$ cat src/rtl/uart_receiver.sv
// uart_receiver: 8N1 UART receiver, oversampled mid-bit sampling, data bits re-inverted,
// with ready/overrun bookkeeping toward the CPU bus.
module uart_receiver #(
    parameter int CLK_HZ     = 100_000_000,
    parameter int BAUD       = 9600,
    parameter int OVERSAMPLE = 16
) (
    input  logic       sysclk,
    input  logic       reset,
    input  logic       enable,
    input  logic       UART_RX,
    input  logic       read_ack,
    output logic [7:0] RX_DATA,
    output logic       RX_STATUS,
    output logic       rx_ready,
    output logic       overrun,
    output logic       frame_error,
    output logic       busy
);
    localparam int DIV = CLK_HZ / (BAUD * OVERSAMPLE);
    localparam int DW  = DIV > 1 ? $clog2(DIV) : 1;
    localparam int TW  = $clog2(OVERSAMPLE);

    typedef enum logic [2:0] {IDLE, START, DATA, STOP, BRK} state_t;

    state_t        state_q, state_d;
    logic [1:0]    sync_q, vld_q;
    logic          hi_q;
    logic [DW-1:0] div_q, div_d;
    logic [TW-1:0] tcnt_q, tcnt_d;
    logic [2:0]    bit_q, bit_d;
    logic [7:0]    shift_q, shift_d, data_q, data_d;
    logic          ready_q, ready_d, ovr_q, ovr_d;
    logic          rx, tick, fall, half, full, commit, ferr;

    assign rx   = sync_q[1];
    assign tick = div_q == DW'(DIV - 1);
    // hi_q only reflects a genuinely sampled high, so a line held low through reset is no edge
    assign fall = hi_q & ~rx;
    assign half = tick && tcnt_q == TW'(OVERSAMPLE / 2 - 1);
    assign full = tick && tcnt_q == TW'(OVERSAMPLE - 1);

    always_comb begin
        state_d = state_q;
        div_d   = tick ? '0 : div_q + 1'b1;
        tcnt_d  = tick ? tcnt_q + 1'b1 : tcnt_q;
        bit_d   = bit_q;
        shift_d = shift_q;
        commit  = 1'b0;
        ferr    = 1'b0;
        if (!enable) state_d = IDLE;
        else begin
            case (state_q)
                IDLE: if (fall) begin
                    state_d = START;
                    div_d   = '0;
                    tcnt_d  = '0;
                end
                START: if (half) begin
                    state_d = rx ? IDLE : DATA;
                    tcnt_d  = '0;
                    bit_d   = '0;
                end
                DATA: if (full) begin
                    shift_d = {~rx, shift_q[7:1]};
                    tcnt_d  = '0;
                    bit_d   = bit_q + 3'd1;
                    state_d = bit_q == 3'd7 ? STOP : DATA;
                end
                STOP: if (full) begin
                    commit  = rx;
                    ferr    = ~rx;
                    state_d = rx ? IDLE : BRK;
                end
                BRK:     state_d = rx ? IDLE : BRK;
                default: state_d = IDLE;
            endcase
        end
        data_d  = commit ? shift_q : data_q;
        ready_d = commit | (ready_q & ~read_ack);
        ovr_d   = ovr_q | (commit & ready_q & ~read_ack);
    end

    always_ff @(posedge sysclk or negedge reset) begin
        if (!reset) begin
            sync_q  <= 2'b11;
            vld_q   <= 2'b00;
            hi_q    <= 1'b0;
            state_q <= IDLE;
            div_q   <= '0;
            tcnt_q  <= '0;
            bit_q   <= '0;
            shift_q <= '0;
            data_q  <= '0;
            ready_q <= 1'b0;
            ovr_q   <= 1'b0;
        end else begin
            sync_q  <= {sync_q[0], UART_RX};
            vld_q   <= {vld_q[0], 1'b1};
            hi_q    <= vld_q[1] & rx;
            state_q <= state_d;
            div_q   <= div_d;
            tcnt_q  <= tcnt_d;
            bit_q   <= bit_d;
            shift_q <= shift_d;
            data_q  <= data_d;
            ready_q <= ready_d;
            ovr_q   <= ovr_d;
        end
    end

    assign RX_DATA     = data_q;
    assign RX_STATUS   = commit;
    assign frame_error = ferr;
    assign rx_ready    = ready_q;
    assign overrun     = ovr_q;
    assign busy        = state_q != IDLE;
endmodule

$ cat config.mk
export PLATFORM = sky130hd
export DESIGN_NAME = uart_receiver
export DESIGN_NICKNAME = d
export VERILOG_FILES = /design/src/rtl/uart_receiver.sv
export SDC_FILE = /design/constraint.sdc
export NUM_CORES = 1
export LEC_CHECK = 0
export CORE_UTILIZATION = 55
export CTS_CLUSTER_DIAMETER = 30
export CTS_CLUSTER_SIZE = 10
export DETAILED_ROUTE_END_ITERATION = 12
export GPL_TIMING_DRIVEN = 0
export MAX_ROUTING_LAYER = met4
export PLACE_DENSITY = 0.76
export SYNTH_ARGS = -nofsm -noshare
export SYNTH_HDL_FRONTEND = slang
export SYNTH_SLANG_ARGS = --single-unit
$ cat constraint.sdc
create_clock -name sysclk -period 5.55 [get_ports sysclk]
set_clock_uncertainty 0.2 [all_clocks]
set_input_delay 0.8325 -clock sysclk [delete_from_list [all_inputs] [get_ports sysclk]]
set_output_delay 0.8325 -clock sysclk [all_outputs]
set_load 0.005 [all_outputs]
Word-level counts from Yosys, hierarchy flattened
Cells that the tools add are included.
{"block": "word_totals", "reg_bits": 43, "inputBits": 5}
{"block": "op_classes", "addsub": 3, "n_eq_ne": 14, "mux": 28, "n_bitwise": 9, "n_reduce_logical": 8}
{"cell": "$mux 10", "n": 4}
{"cell": "$mux 3", "n": 8}
{"cell": "$mux 4", "n": 5}
{"cell": "$pmux 3 s5", "n": 1}
{"cell": "$ne 3x3->1 const B", "n": 4}
{"cell": "$pmux 4 s3", "n": 1}
{"cell": "$add 10x1->10 const B", "n": 1}
{"cell": "$eq 10x10->1 const B", "n": 1}
{"cell": "$reduce_and 4->1", "n": 2}
{"cell": "$mux 1", "n": 7}
{"cell": "$eq 3x2->1 const B", "n": 2}
{"cell": "$eq 3x3->1 const B", "n": 2}
{"cell": "$pmux 3 s2", "n": 1}
{"cell": "$and 1x1->1", "n": 5}
{"cell": "$add 4x1->4 const B", "n": 1}
{"cell": "$eq 4x3->1 const B", "n": 1}
{"cell": "$eq 4x4->1 const B", "n": 1}
{"cell": "$ne 2x2->1 const B", "n": 2}
{"cell": "$add 3x1->3 const B", "n": 1}
{"cell": "$eq 3x1->1 const B", "n": 1}
{"cell": "$logic_not 3->1", "n": 1}
{"cell": "$reduce_and 3->1", "n": 1}
{"cell": "$reduce_bool 3->1", "n": 1}
{"cell": "$logic_and 1x1->1", "n": 2}
{"cell": "other kinds (4)", "n": 6}

Longest topological paths before layout
Gate-level depths: netlist of run 1.
{"block": "logic_depth", "word_depth": 8, "mapped_depth": 7, "depth_no_buf": 6}

Worst setup path before layout of run 1
Ideal clock, no wire load.
{"block": "synth_path", "path_kind": "register to output", "startpoint": "register div_q[0]", "endpoint": "output port frame_error", "arrival_ps": 1573, "slack_ps": 2944, "path_stages_with_launch": 7, "path_buffers": 0, "cell_sequence": "dfrtp_1 > inv_1 > ha_1 > and4bb_2 > nand3_4 > or3_1 > nor3_1"}
{"block": "synth_via", "elab_chain_cells": 5}
{"element": "from (decl)", "line_no": "29", "rtl": "logic [DW-1:0] div_q, div_d;"}
{"element": "from (signal assigned)", "line_no": "102", "rtl": "div_q <= div_d;"}
{"element": "$eq 10x10->1", "line_no": "37", "rtl": "assign tick = div_q == DW'(DIV - 1);"}
{"element": "$logic_and 1x1->1", "line_no": "41", "rtl": "assign full = tick && tcnt_q == TW'(OVERSAMPLE - 1);"}
{"element": "$mux 1", "line_no": "70", "rtl": "STOP: if (full) begin"}
{"element": "$mux 1", "line_no": "53", "rtl": "case (state_q)"}
{"element": "$mux 1", "line_no": "51", "rtl": "if (!enable) state_d = IDLE;"}
{"element": "to (decl)", "line_no": "17", "rtl": "output logic frame_error,"}
Every way passes these cells.

Worst setup path after layout of run 1
{"block": "layout_path", "startpoint": "input port enable", "endpoint": "output port RX_STATUS"}
{"block": "layout_via", "elab_chain_cells": 1}
{"element": "from (decl)", "line_no": "10", "rtl": "input logic enable,"}
{"element": "$mux 1", "line_no": "51"}
{"element": "to (decl)", "line_no": "14", "rtl": "output logic RX_STATUS,"}
Every way passes these cells.

==> summary by stage, run 1 <==
Worst setup path
The largest fanout on the critical path is 10. The setup path with the least slack is of type input pin to primary output. At the worst endpoint, the required time is around 4500 ps. STA puts the critical path data arrival time at between 2000 and 3000 ps. The worst setup path is captured at a primary output. STA classifies the critical path startpoint as an input pin.

Run
The tool flagged a number of max-cap violations equal to 0.

Placed design
The number of port buffers is 17. The cell area after placement is 0.002261 mm². The HPWL reported at the end of detailed placement is between 2 and 3 mm. The final estimated routing congestion in global placement is 0.8819. The number of placed cells counting well taps is around 240.

Route
The final routed wirelength across all metal layers is about 3.6 mm. The remaining antenna violation count is 0. Using the TritonRoute via totals, the vias-per-cell ratio works out to 5.584.

The final routed DRC violation total is 0. The routed length per placed instance is approximately 15 µm. The initial detailed-routing violation count is 121. The total vias in the final route is 1357.

The first detailed-routing pass took 4 iterations.

Finish
The post-synthesis to final-layout area growth is 15.10%. The repair_antennas step left the layout with diodes totalling 0. The final-stage net count is around 200. The non-filler instance count after layout is around 240. Fill cells in the final layout number 262. The fraction of layout instances using a drive strength above 1 is 19.29%. Leaving out fill and tap cells, the most frequent cell in the layout is dfrtp_1. Leaving out fill and tap cells, the most frequent cells in the layout are dfrtp_1 (41), nor2_1 (18), mux2_2 (18). After routing the design area is between 0.002 and 0.0025 mm².

Clocking
The clock insertion delay at the later pin of the skew report is roughly 290 ps. The number of cells upsized or downsized after cts is 0. The number of CTS-inserted buffers is 5.

The number of buffers added to fix hold violations after cts is 0. The clock transition at the registers of the reported paths is 80 ps. Buffers added to address setup during post-CTS repair amount to 0. The number of levels the H-tree was split into is 2.

The clock tree root buffer cell is clkbuf_8. TritonCTS built the clock tree. The CTS sink count is 43. In this run the deepest clock path goes through 2 buffers.

Synthesis
The most instantiated flip-flop cell in the synthesis netlist is dfrtp_1. The number of nets in the synthesized netlist is about 180. The number of library cell types mapped by synthesis is 42. Counting flops with a built-in enable in the synthesized netlist gives 0. After synthesis the netlist holds a flip-flop and latch count of between 40 and 50. The cell area that synthesis handed to floorplanning was 0.002038 mm². The post-synthesis async set-or-reset flop share is 100.0%.

Yosys printed 0 warnings. A synthesized cell averages between 10 and 15 µm². The instance count of the mapped netlist is approximately 170. The post-synthesis sequential area ratio is 52.92%.

Timing
The relative slew slack is 38.48%. The timing-limited maximum frequency is around 260 MHz. The count of final hold-check violations is 0. The final worst hold slack is ~160 ps. The number of max-slew violations in the final report is 0. Setup repair after global routing left no endpoint under its margin.

Of the available clock period, the critical path in the final layout requires a little under 70%. The post-route setup TNS is 0 ps. The transition time at the pin with the least slew margin is 922.8 ps. The clock period minus final worst setup slack is between 3000 and 4000 ps. The setup-violating endpoint count in the final report is 0.

Pwr
Net switching is 28.55% of the power. The switching power is 184.7 µW. The logic gate share of total power is around an eighth. Of the total power, the clock network draws slightly below 30%. Across the VDD grid, the largest voltage drop is 195.3 µV. The sequential group share of total power is between 50 and 60%. The total power of the final layout is 647.2 µW. The leakage power of the design is around 0.0010 µW.

In this run the power density over the cells is around 280 mW/mm². The internal power contribution is between 400 and 500 µW.

Global route
The largest net degree at the start of global routing is 44. The met3 routing resource usage after global routing is 5.474%. The met2 capacity usage during global routing is 34.54%. After global routing the overflow that remains totals 0. Global routing used a little over a fifth of the available tracks. The initial antenna violation count is 0.

The number of global-route vias before repair is approximately 1400. The layer flagged by global routing as most heavily used is met2. The routing usage on met1 is between 20% and 30%. The first global-routing pass estimated about 6.5 mm of wire.

Floorplan
The total die area is just under 0.004 mm². The number of ports placed on the die boundary is 18. The region available for standard cell placement spans 0.003442 mm².

The die height is 62.88 µm. The row count is 21. From left edge to right edge, the die measures around 63 µm. The starting density of the core is around three fifths.

Run status
The flow ran to the end, and the final reports show no timing, DRC or antenna violations.

Hold path
The kind of path behind the tightest hold check is flip-flop to flip-flop.
[final timing paths]
kind                                    start  depth (start not counted)  slack (ps)                      to
hold / removal             vld_q[0]$_DFF_PN0_                          0         160      vld_q[1]$_DFF_PN0_
max in group asynchronous               reset                          1        4100  RX_DATA[0]$_DFFE_PN0P_
setup reg to reg           div_q[0]$_DFF_PN0_                          6        3060  shift_q[1]$_DFFE_PN0P_
min in group asynchronous               reset                          1         470  state_q[0]$_DFFE_PN0P_
hold reg to reg            vld_q[0]$_DFF_PN0_                          0         160      vld_q[1]$_DFF_PN0_
setup / recovery                       enable                          5        1770               RX_STATUS
[cells in the mapped netlist (all sizes together), types with 2 or more instances]
cell    number  area share [%]
o21ai        2            0.49
dfrtp       41              50
a31oi        2            0.61
nand2b       4             1.2
xor2         4             1.7
clkbuf       3            0.55
nand4b       2            0.86
mux2        18             9.9
nor3         5             1.2
nand2       15             2.8
xnor2        8             3.4
nor4         4             3.0
nand3        5             1.8
inv          6             1.1
nor2        18             3.3
nand4        4             1.2
ha           5             3.1
dfstp        2             2.6
mux2i        3             1.5
and2         2            0.61
[power by group through the flow]
stage	clock network [µW]	registers [µW]	logic [µW]
detailed placement	0	377	85.4
global route	212	377	97.6
global placement	0	375	80.7
finish	191	371	84.9
floorplan	0	369	63.6
CTS	198	371	86.2
[worst max-delay path, cell delays in order]
cell	delay [ps]
clkdlybuf4s50_1	530
nand2b_1	240
nor4_2	380
buf_4	250
clkdlybuf4s50_1	520
[state kept, by name (all words and copies together) (netlist names)]
name,count
div_q,10
RX_DATA,8
shift_q,8
tcnt_q,4
bit_q,3
state_q,3
sync_q,2
vld_q,2
hi_q,1
overrun,1
rx_ready,1
[logic make-up after synthesis]
group | count (synthesis) | share of synthesized area, %
simple gates | 68 | 20.14
flops | 43 | 52.92
mux | 21 | 11.42
compound gates | 12 | 5.096
xor+xnor | 12 | 5.156
buf+inv | 10 | 2.026
fa+ha+maj | 5 | 3.069
other cells | 1 | 0.1840
[stage by stage]
step / utilization (%) / setup slack (ps)
floorplan: - / 2944
global placement: 65.83 / 1819
detailed placement: 65.69 / 1765
CTS: 68.16 / 1755
global route: 68.16 / 1612
finish: 68.16 / 1767
[layer usage]
layer | up-vias | wire, µm
met3 | 5 | 134
met2 | 32 | 1828
li1 | 649 | -
met1 | 671 | 1618
met4 | 0 | 41
met5 | - | 0
[area by class of cell]
class	count	area [µm²]	area share, %
flip-flops and latches	43	1079	45.97
plain buffers	4	18.77	0.8000
repair buffers	17	165.2	7.040
well taps	46	57.56	2.453
inverters	6	22.52	0.9600
clock buffers	6	72.57	3.093
multi-input cells	119	918.4	39.15
clock inverters	2	12.51	0.5333
Power figures use the tool's default switching activity.
==> run 2, diff against run 1 <==
==> constraint.sdc (replaced) <==
create_clock -name sysclk -period 3.61 [get_ports sysclk]
set_clock_uncertainty 0.2 [all_clocks]
set_input_delay 0.5415 -clock sysclk [delete_from_list [all_inputs] [get_ports sysclk]]
set_output_delay 0.5415 -clock sysclk [all_outputs]
set_load 0.005 [all_outputs]
==> results of run 2 <==
Same layout as run 1 (identical final DEF). Status: finished, final reports clean.
Main changes from that run: setup slack after placement 1765 ps -> 406.9 ps; setup slack after layout 1767 ps -> 262.1 ps; start point of the critical path enable -> div_q[0]$_DFF_PN0_; register-to-register setup slack 3060 ps -> 1120 ps; total power 647.2 µW -> 994.9 µW; worst IR drop on VDD 195.3 µV -> 300.2 µV
